==> src/rtl/ps2_key_decoder.sv <==
// ps2_key_decoder: merges Set-2 E0/F0 prefixes with the next code byte into key events held in a FWFT FIFO.
// Optional macro KEY_TIMEOUT_EN: abandon a partial prefix sequence after TIMEOUT_CYCLES idle clocks.
module ps2_key_decoder #(
    parameter int FIFO_DEPTH     = 4,
    parameter int TIMEOUT_CYCLES = 50000
) (
    input  logic       clk,
    input  logic       rst,
    input  logic [7:0] data_in,
    input  logic       data_valid,
    output logic [7:0] key_code,
    output logic       key_extended,
    output logic       key_release,
    output logic       key_valid,
    input  logic       key_ready,
    output logic       fifo_full,
    output logic       overflow,
    input  logic       clr_overflow
);
    localparam int AW = $clog2(FIFO_DEPTH);
    localparam int CW = AW + 1;

    typedef enum logic [1:0] {IDLE, EXT, BRK, EXT_BRK} state_t;

    state_t        state, state_n;
    logic          dv_q, strobe, is_pre, is_ctrl, timeout;
    logic          push, ev_ext, ev_rel, pop, drop;
    logic [9:0]    mem [FIFO_DEPTH];
    logic [AW-1:0] wr_ptr, rd_ptr;
    logic [CW-1:0] count;

    assign strobe  = data_valid && !dv_q;
    assign is_pre  = data_in == 8'hE0 || data_in == 8'hF0;
    assign is_ctrl = data_in inside {8'h00, 8'hAA, 8'hEE, 8'hFA, 8'hFC, 8'hFE, 8'hFF};

`ifdef KEY_TIMEOUT_EN
    localparam int TW = $clog2(TIMEOUT_CYCLES);
    logic [TW-1:0] tmo_cnt;
    assign timeout = state != IDLE && tmo_cnt == TW'(TIMEOUT_CYCLES - 1);
    always_ff @(posedge clk or negedge rst) begin
        if (!rst) tmo_cnt <= '0;
        else      tmo_cnt <= (state_n == IDLE || strobe) ? '0 : tmo_cnt + 1'b1;
    end
`else
    assign timeout = 1'b0;
`endif

    always_ff @(posedge clk or negedge rst) begin
        if (!rst) begin
            state <= IDLE;
            dv_q  <= 1'b0;
        end else begin
            state <= state_n;
            dv_q  <= data_valid;
        end
    end

    // A strobe coinciding with a timeout is still decoded in the current state.
    always_comb begin
        state_n = state;
        push    = 1'b0;
        ev_ext  = 1'b0;
        ev_rel  = 1'b0;
        if (strobe) begin
            case (state)
                IDLE: begin
                    state_n = data_in == 8'hE0 ? EXT : data_in == 8'hF0 ? BRK : IDLE;
                    push    = !is_pre && !is_ctrl;
                end
                EXT: begin
                    state_n = data_in == 8'hF0 ? EXT_BRK : data_in == 8'hE0 ? EXT : IDLE;
                    push    = !is_pre;
                    ev_ext  = 1'b1;
                end
                BRK: begin
                    state_n = IDLE;
                    push    = !is_pre;
                    ev_rel  = 1'b1;
                end
                default: begin
                    state_n = IDLE;
                    push    = !is_pre;
                    ev_ext  = 1'b1;
                    ev_rel  = 1'b1;
                end
            endcase
        end else if (timeout) begin
            state_n = IDLE;
        end
    end

    assign pop  = key_valid && key_ready;
    assign drop = push && fifo_full && !pop;

    always_ff @(posedge clk or negedge rst) begin
        if (!rst) begin
            for (int i = 0; i < FIFO_DEPTH; i++) mem[i] <= '0;
            wr_ptr   <= '0;
            rd_ptr   <= '0;
            count    <= '0;
            overflow <= 1'b0;
        end else begin
            if (push && !drop) begin
                mem[wr_ptr] <= {ev_rel, ev_ext, data_in};
                wr_ptr      <= wr_ptr + 1'b1;
            end
            if (pop) rd_ptr <= rd_ptr + 1'b1;
            count    <= count + CW'(push && !drop) - CW'(pop);
            overflow <= drop || (overflow && !clr_overflow);
        end
    end

    assign {key_release, key_extended, key_code} = mem[rd_ptr];
    assign key_valid = count != '0;
    assign fifo_full = count == CW'(FIFO_DEPTH);
endmodule

==> config.mk <==
export PLATFORM = sky130hd
export DESIGN_NAME = ps2_key_decoder
export DESIGN_NICKNAME = d
export VERILOG_FILES = /design/src/rtl/ps2_key_decoder.sv
export SDC_FILE = /design/constraint.sdc
export NUM_CORES = 1
export LEC_CHECK = 0
export ABC_AREA = 1
export BUFFER_PORTS_ARGS = -buffer_cell sky130_fd_sc_hd__buf_2
export CAP_MARGIN = 25
export CORE_MARGIN = 8
export CORE_UTILIZATION = 60
export DETAILED_ROUTE_END_ITERATION = 8
export PLACE_DENSITY = 0.9
export SETUP_SLACK_MARGIN = 0.3
export SLEW_MARGIN = 20
export SYNTH_ARGS = -nofsm -noshare
export SYNTH_HDL_FRONTEND = slang
export SYNTH_SLANG_ARGS = --single-unit
==> constraint.sdc <==
create_clock -name clk -period 4.8 [get_ports clk]
set_clock_uncertainty 0.1 [all_clocks]
set_input_delay 0.24 -clock clk [delete_from_list [all_inputs] [get_ports clk]]
set_output_delay 0.24 -clock clk [all_outputs]
set_load 0.05 [all_outputs]
==> metrics.csv, run 1 <==
metric,value,unit
# fillers,357,
die area,6955,sq um
Post-CTS Setup Bufs,0,
clk buf depth,2,
"Cell Count, Final, Fillers Out",407,
mean number of vias per cell,5.899,
Synth area leader,dfrtp_1,
Crit path arrival time,2990,ps
maxcap violations,0,
Inserted Diodes,0,
placed cell count,396,
CTS Buf Count,5,
area of the multi-input gates,1249,sq um
status,"finished, final reports clean",
nets,374,
LEAKAGE,1.533,nW
Pwr Density,660.6,nW/um^2
clock period minus worst slack,2872,ps
Synth cell types,28,
worst-path fanout max,44,
Tcrit/Tclk final,0.5983,
DRC viols,0,
detailed-route via count,2401,
CTS tree,done,
placement row count,24,
Peak supply drop,0.3571,mV
fmax,348.2,MHz
Clock Latency Late Sink,320,ps
Iteration-0 DRC Markers,229,
Critical path buffers and inverters,4,
syn_nets,356,
CTS H-tree lvls,2,
Synth top area share,0.4683,
final instance area,2947,sq um
Pre-antenna DRT Iters,7,
HP Class,in -> reg,
Worst path slowest cell,dlygate4sd3_1,
Slew headroom,0.4653,
RSZ-0062 raised after global routing,false,
"Reg clk slew, reported paths",90,ps
startpoint type of the worst setup path,input port,
worst path required time,4910,ps
WS Path Type,in -> reg,
Worst Setup End Kind,flip-flop,
Placeable Area,4354,sq um
clock sink total,51,
count of state elements after synthesis,51,
final hold vios,0,
cells after synthesis,336,
DRT antenna net count,0,
Wirelength per Cell,16.41,um
die width,83.40,um
max-slew violation count,0,
Routed WL,6680,um
total power,0.001947,W
final-report setup violation count,0,
gpl congestion,0.8447,
post-route setup TNS,0,ps
PostCTS Resize Cnt,0,
clock root buffer,clkbuf_8,
sequential area share after synthesis,0.4683,
vias in the first global route,2355,
GRT overflow,0,
initial antenna violation count,0,
hold_ws,115.5,ps
number of synthesis warnings,0,
largest net degree at the start of global routing,52,
Post-Syn Area,2725,sq um
"Cell Chain, Critical Path",dlygate4sd3_1 -> buf_2 -> inv_1 -> nor2_1 -> nand3_2 -> nor2_8 -> nand2_1 -> ha_1 -> inv_1 -> ha_1 -> fa_1 -> xnor2_1,
first-pass GRT wire length,11110,um
"Hold-fix buffers, CTS",3,
FF/Latch Area,1276,sq um
DP Wirelength,4323,um
fraction of layout cells with a size suffix above 1,0.1408,
overall routing resource usage,0.1923,
synthesis-to-layout area growth,8.127,%
Slew @ Worst Pin,802.0,ps
# port buffers,25,
CP top delay family,simple AND/OR/NAND/NOR gates,
Placed Area,2828,sq um
# IOs,26,
Die Y,83.40,um
Starting Density,0.6259,
largest cells by area after synthesis,"dfrtp_1, nand2_1, nand4_1",
syn avg cell area,8.110,sq um
"slowest stage delay, CP",510,ps
-- per-layer routing --
| metal | global-route usage | part of all wire | vias to the layer above |
|---|---|---|---|
| li1 | - | - | 1156 |
| met1 | 0.2402 | 0.42 | 1101 |
| met2 | 0.3098 | 0.48 | 124 |
| met3 | 0.04980 | 0.075 | 20 |
| met4 | 0.07348 | 0.023 | 0 |
| met5 | 0 | 0 | - |
-- final timing paths --
check / end / cells past startpoint / start / slack (ps)
setup / recovery: count[2]$_DFF_PN0_ / 12 / data_valid / 1930
hold / removal: mem[24]$_DFFE_PN0P_ / 3 / data_in[4] / 120
setup reg to reg: count[2]$_DFF_PN0_ / 9 / dv_q$_DFF_PN0_ / 2110
hold reg to reg: mem[13]$_DFFE_PN0P_ / 2 / mem[13]$_DFFE_PN0P_ / 390
max in group asynchronous: state[1]$_DFFE_PN0P_ / 3 / rst / 3710
min in group asynchronous: mem[7]$_DFFE_PN0P_ / 3 / rst / 440
-- cells by family after synthesis --
logic type	Yosys count	synth area share
and+or+nand+nor	194	0.3384
DFF	51	0.4683
buffers and inverters	45	0.07346
AOI/OAI and AO/OA	36	0.07530
adders and majority gates	7	0.03489
xor gates and xnor gates	3	0.009644
-- power breakdown --
group / internal (W) / switching (W)
registers: 0.000590 / 0.000135
clock network: 0.000102 / 0.000152
logic: 0.000261 / 0.000708
-- tightest hold or removal path: cells and delay by family --
kind	cells	cell delay (ps)
buf+inv	1	130
simple gates	2	140
-- through the flow --
stage | utilization | setup slack [ps]
after floorplan | - | 2041
after global placement | 0.6494 | 2089
after detailed placement | 0.6494 | 2006
after CTS | 0.6767 | 1948
after global routing | 0.6767 | 1765
final | 0.6767 | 1928
-- registers in the layout (all words and copies together), names as in the netlist --
register,flops
mem,40
count,3
rd_ptr,2
state,2
wr_ptr,2
dv_q,1
overflow,1
-- placed cells by master, fill, tap and decap left out, drive strengths merged, types with 2 or more instances in the layout --
cell type and instances:
nand4 44, ha 6, dfrtp 51, buf 27, dlygate4sd3 3, nor2 34, xor2 2, inv 26
a21oi 2, nand3 7, clkbuf 5, o22ai 10, nand2 108, o21ai 23, clkinvlp 2
-- synthesized netlist by cell type, drive strengths merged --
cell	instances
buf	8
nor2	34
xnor2	1
o22ai	10
clkbuf	11
xor2	2
nand2	108
nand3	7
o21ai	23
inv	26
ha	6
nand4	44
a21oi	2
a31oi	1
dfrtp	51
nor3b	1
fa	1
-- area by class of cell --
cell class | count | area share
Sequential cell | 51 | 0.4331
Multi-Input combinational cell | 240 | 0.4238
Timing Repair Buffer | 30 | 0.05775
Inverter | 26 | 0.03312
Clock buffer | 5 | 0.02335
Tap cell | 52 | 0.02208
Clock inverter | 3 | 0.006794
Note: power is estimated with default switching activity, not from simulation.
==> inputs of run 2 (changes only) <==
Settings changed: ABC_AREA 1 to 0, CORE_UTILIZATION 60 to 58, PLACE_DENSITY 0.9 to 0.88.
Clock period 4.8 ns to 2.9 ns, I/O delays scaled along.
==> run 2 against run 1 <==
Critical path depth is 2 lower. Wire length shrank 24%. Design area is 3.7% lower. Worst setup slack worse by 1600 ps. Largest power group unchanged.
==> metrics.csv, run 2 <==
metric,value,unit,change
max-slew violation count,0,,unchanged
Post-Syn Area,2465,sq um,was 2725 sq um
fmax,395.7,MHz,
GRT overflow,0,,unchanged
number of synthesis warnings,0,,unchanged
# fillers,282,,was 357
syn avg cell area,15.03,sq um,was 8.110 sq um
Crit path arrival time,2610,ps,was 2990 ps
Pwr Density,1081,nW/um^2,was 660.6 nW/um^2
worst path required time,2980,ps,was 4910 ps
die area,6592,sq um,was 6955 sq um
WS Path Type,reg -> reg,,was in -> reg
Hold Path Depth,2,,was 3
Iteration-0 DRC Markers,102,,was 229
# port buffers,25,,unchanged
Worst R2R Path Depth,10,,was 9
DRT antenna net count,0,,unchanged
# IOs,26,,unchanged
"Reg clk slew, reported paths",80,ps,was 90 ps
Tcrit/Tclk final,0.8714,,
final-report setup violation count,0,,unchanged
fraction of layout cells with a size suffix above 1,0.4129,,was 0.1408
Inserted Diodes,0,,unchanged
Clock Latency Late Sink,290,ps,was 320 ps
count of state elements after synthesis,51,,unchanged
maxcap violations,0,,unchanged
Reg-to-Reg Start,state[1]$_DFFE_PN0P_,,was dv_q$_DFF_PN0_
Reg with most FFs,mem,,unchanged
most frequent cells in the layout,"dfrtp_1, buf_2, mux2_2, mux2_1, mux4_2",,"was nand2_1, dfrtp_1, nand4_1, nor2_1, buf_2"
clock period minus worst slack,2527,ps,
Slew @ Worst Pin,737.7,ps,was 802.0 ps
Synth cell types,32,,was 28
gpl congestion,0.8430,,was 0.8447
post-route setup TNS,0,ps,unchanged
startpoint type of the worst setup path,flip-flop,,was input port
CTS tree,done,,unchanged
initial antenna violation count,0,,unchanged
Wirelength per Cell,20.29,um,was 16.41 um
Placeable Area,4058,sq um,was 4354 sq um
CP top delay family,simple AND/OR/NAND/NOR gates,,unchanged
Top Registers,"mem x40, count x3",,unchanged
final hold vios,0,,unchanged
Hold Path Origin,data_in[7],,was data_in[4]
nets,220,,was 374
largest cells by area after synthesis,"dfrtp_1, mux2_2, mux2_1",,"was dfrtp_1, nand2_1, nand4_1"
clock sink total,51,,unchanged
synthesis-to-layout area growth,15.08,%,was 8.127%
Synth top area share,0.5178,,was 0.4683
Post-synth top flop,dfrtp_1,,unchanged
RSZ-0062 raised after global routing,false,,unchanged
sequential area share after synthesis,0.5178,,was 0.4683
Worst Setup End Kind,flip-flop,,unchanged
placement row count,23,,was 24
LEAKAGE,1.297,nW,was 1.533 nW
clk buf depth,2,,unchanged
mean number of vias per cell,5.960,,was 5.899
most frequent CP cell,ha_1,,
Synth top cells by count,"dfrtp_1, mux2_2, mux2_1, mux4_2",,"was nand2_1, dfrtp_1, nand4_1, nor2_1, inv_1"
CTS Buf Count,5,,unchanged
largest net degree at the start of global routing,52,,unchanged
"most common cell after layout, fill and taps aside",dfrtp_1,,was nand2_1
status,"finished, final reports clean",,unchanged
HP Class,in -> reg,,unchanged
"EDFF count, synth",0,,unchanged
overall routing resource usage,0.1679,,was 0.1923
async set-reset flop share out of synthesis,1.000,,unchanged
detailed-route via count,1496,,was 2401
Peak supply drop,0.5278,mV,was 0.3571 mV
Die Y,81.19,um,was 83.40 um
Routed WL,5093,um,was 6680 um
clock root buffer,clkbuf_8,,unchanged
Hold EP,mem[7]$_DFFE_PN0P_,,was mem[24]$_DFFE_PN0P_
Util after Layout,0.6990,,was 0.6767
Synth area leader,dfrtp_1,,unchanged
Worst path slowest cell,or4_4,,was dlygate4sd3_1
Critical path buffers and inverters,1,,was 4
max FFs per register,40,,unchanged
die width,81.19,um,was 83.40 um
DRC viols,0,,unchanged
R2R Path End,count[2]$_DFF_PN0_,,unchanged
reg2reg setup slack,370,ps,was 2110 ps
first-pass GRT wire length,8438,um,was 11110 um
Pre-antenna DRT Iters,4,,was 7
"slowest stage delay, CP",510,ps,about the same
"count leader, synth",dfrtp_1,,was nand2_1
"Cell Chain, Critical Path",or4_4 -> nor3_4 -> o21ai_4 -> nand4_4 -> ha_1 -> inv_1 -> ha_1 -> fa_2 -> xnor2_2 -> xnor2_1,,was dlygate4sd3_1 -> buf_2 -> inv_1 -> nor2_1 -> nand3_2 -> nor2_8 -> nand2_1 -> ha_1 -> inv_1 -> ha_1 -> fa_1 -> xnor2_1
worst-path fanout max,4,,was 44
syn_nets,184,,was 356
DP Wirelength,3526,um,was 4323 um
cells after synthesis,164,,was 336
Slew headroom,0.5082,,was 0.4653
vias in the first global route,1680,,was 2355
CTS H-tree lvls,2,,unchanged
Starting Density,0.6075,,was 0.6259
run 2: changes by cell type in the layout (fill, tap and decap cells not counted), moves of 5 or more:
| cell | previous run | this run |
|---|---|---|
| and3_1 | 0 | 5 |
| inv_1 | 24 | 6 |
| mux4_2 | 0 | 10 |
| nand2_1 | 106 | 5 |
| nor2_1 | 29 | 2 |
| o22ai_1 | 10 | 1 |
| mux2_2 | 0 | 21 |
| o21ai_0 | 21 | 0 |
| nand4_1 | 40 | 0 |
| mux2_1 | 0 | 20 |
run 2: final cells by class:
| type | instances | area, sq um | share of cell area |
|---|---|---|---|
| inverter | 6 | 22.52 | 0.007940 |
| sequential | 51 | 1276 | 0.4499 |
| clock buffer | 7 | 76.32 | 0.02691 |
| clock inverter | 1 | 5.005 | 0.001764 |
| tap | 50 | 62.56 | 0.02206 |
| multi-input combinational | 103 | 1199 | 0.4226 |
| timing repair buffer | 33 | 195.2 | 0.06881 |
run 2: metrics by stage:
stage,hold slack [ps],std cells,total power (W),instance area (sq um),setup slack [ps]
after detailed placement,200.1,236,0.002669,2659,181.2
after CTS,68.40,250,0.003062,2814,335.6
after global placement,189.8,236,0.002559,2659,329.4
after global routing,63.55,251,0.003235,2836,285.0
after floorplan,-250.6,164,0.002335,2481,372.4
final,71.05,251,0.003065,2836,372.8
run 2: worst reg2reg max path, cell delays in order (launching register included):
cell and delay, ps:
dfrtp_1 420, or4_4 510, nor3_4 190, o21ai_4 90
nand4_4 100, ha_1 130, inv_1 40, ha_1 180
fa_2 370, xnor2_2 160, xnor2_1 120
run 2: where the power goes:
part | switching [W] | total (W) | internal, W
registers | 0.000267 | 0.00128 | 0.00101
logic | 0.000798 | 0.00141 | 0.000608
clock network | 0.000214 | 0.000384 | 0.000170
total | 0.00128 | 0.00307 | 0.00179
run 2: cell families (layout without fill, tap and decap cells):
logic type | Yosys count | in the layout | share of synthesized area
multiplexers | 51 | 51 | 0.2787
flip-flops | 51 | 51 | 0.5178
buffers and inverters | 10 | 47 | 0.01624
AND/OR/NAND/NOR | 33 | 33 | 0.1010
XOR/XNOR | 6 | 6 | 0.02132
adder cells (fa/ha/maj) | 7 | 7 | 0.03858
AO/OA/AOI/OAI | 6 | 6 | 0.02640
run 2: worst max-delay path by stage:
stage                         startpoint                 end  depth (start not counted)
finish              state[1]$_DFFE_PN0P_  count[2]$_DFF_PN0_                         10
global route        state[1]$_DFFE_PN0P_  count[2]$_DFF_PN0_                         10
CTS                 state[1]$_DFFE_PN0P_  count[2]$_DFF_PN0_                         10
detailed placement  state[1]$_DFFE_PN0P_  count[2]$_DFF_PN0_                         10
global placement    state[1]$_DFFE_PN0P_  count[2]$_DFF_PN0_                         10
floorplan           state[1]$_DFFE_PN0P_  count[2]$_DFF_PN0_                         10
run 2: repair_timing:
item	CTS	global route
setup buffers	3	1
endpoints found under the hold margin	27	0
resized for setup	4	2
hold buffers	3	0
pin swaps	3	2
endpoints found under the setup margin	2	1
run 2: layer usage:
| metal | up-vias | share of wire | global-route usage |
|---|---|---|---|
| met5 | - | 0 | 0 |
| met4 | 0 | 0.0094 | 0.05179 |
| met3 | 4 | 0.042 | 0.04746 |
| met2 | 38 | 0.56 | 0.2951 |
| met1 | 782 | 0.39 | 0.1937 |
| li1 | 672 | - | - |
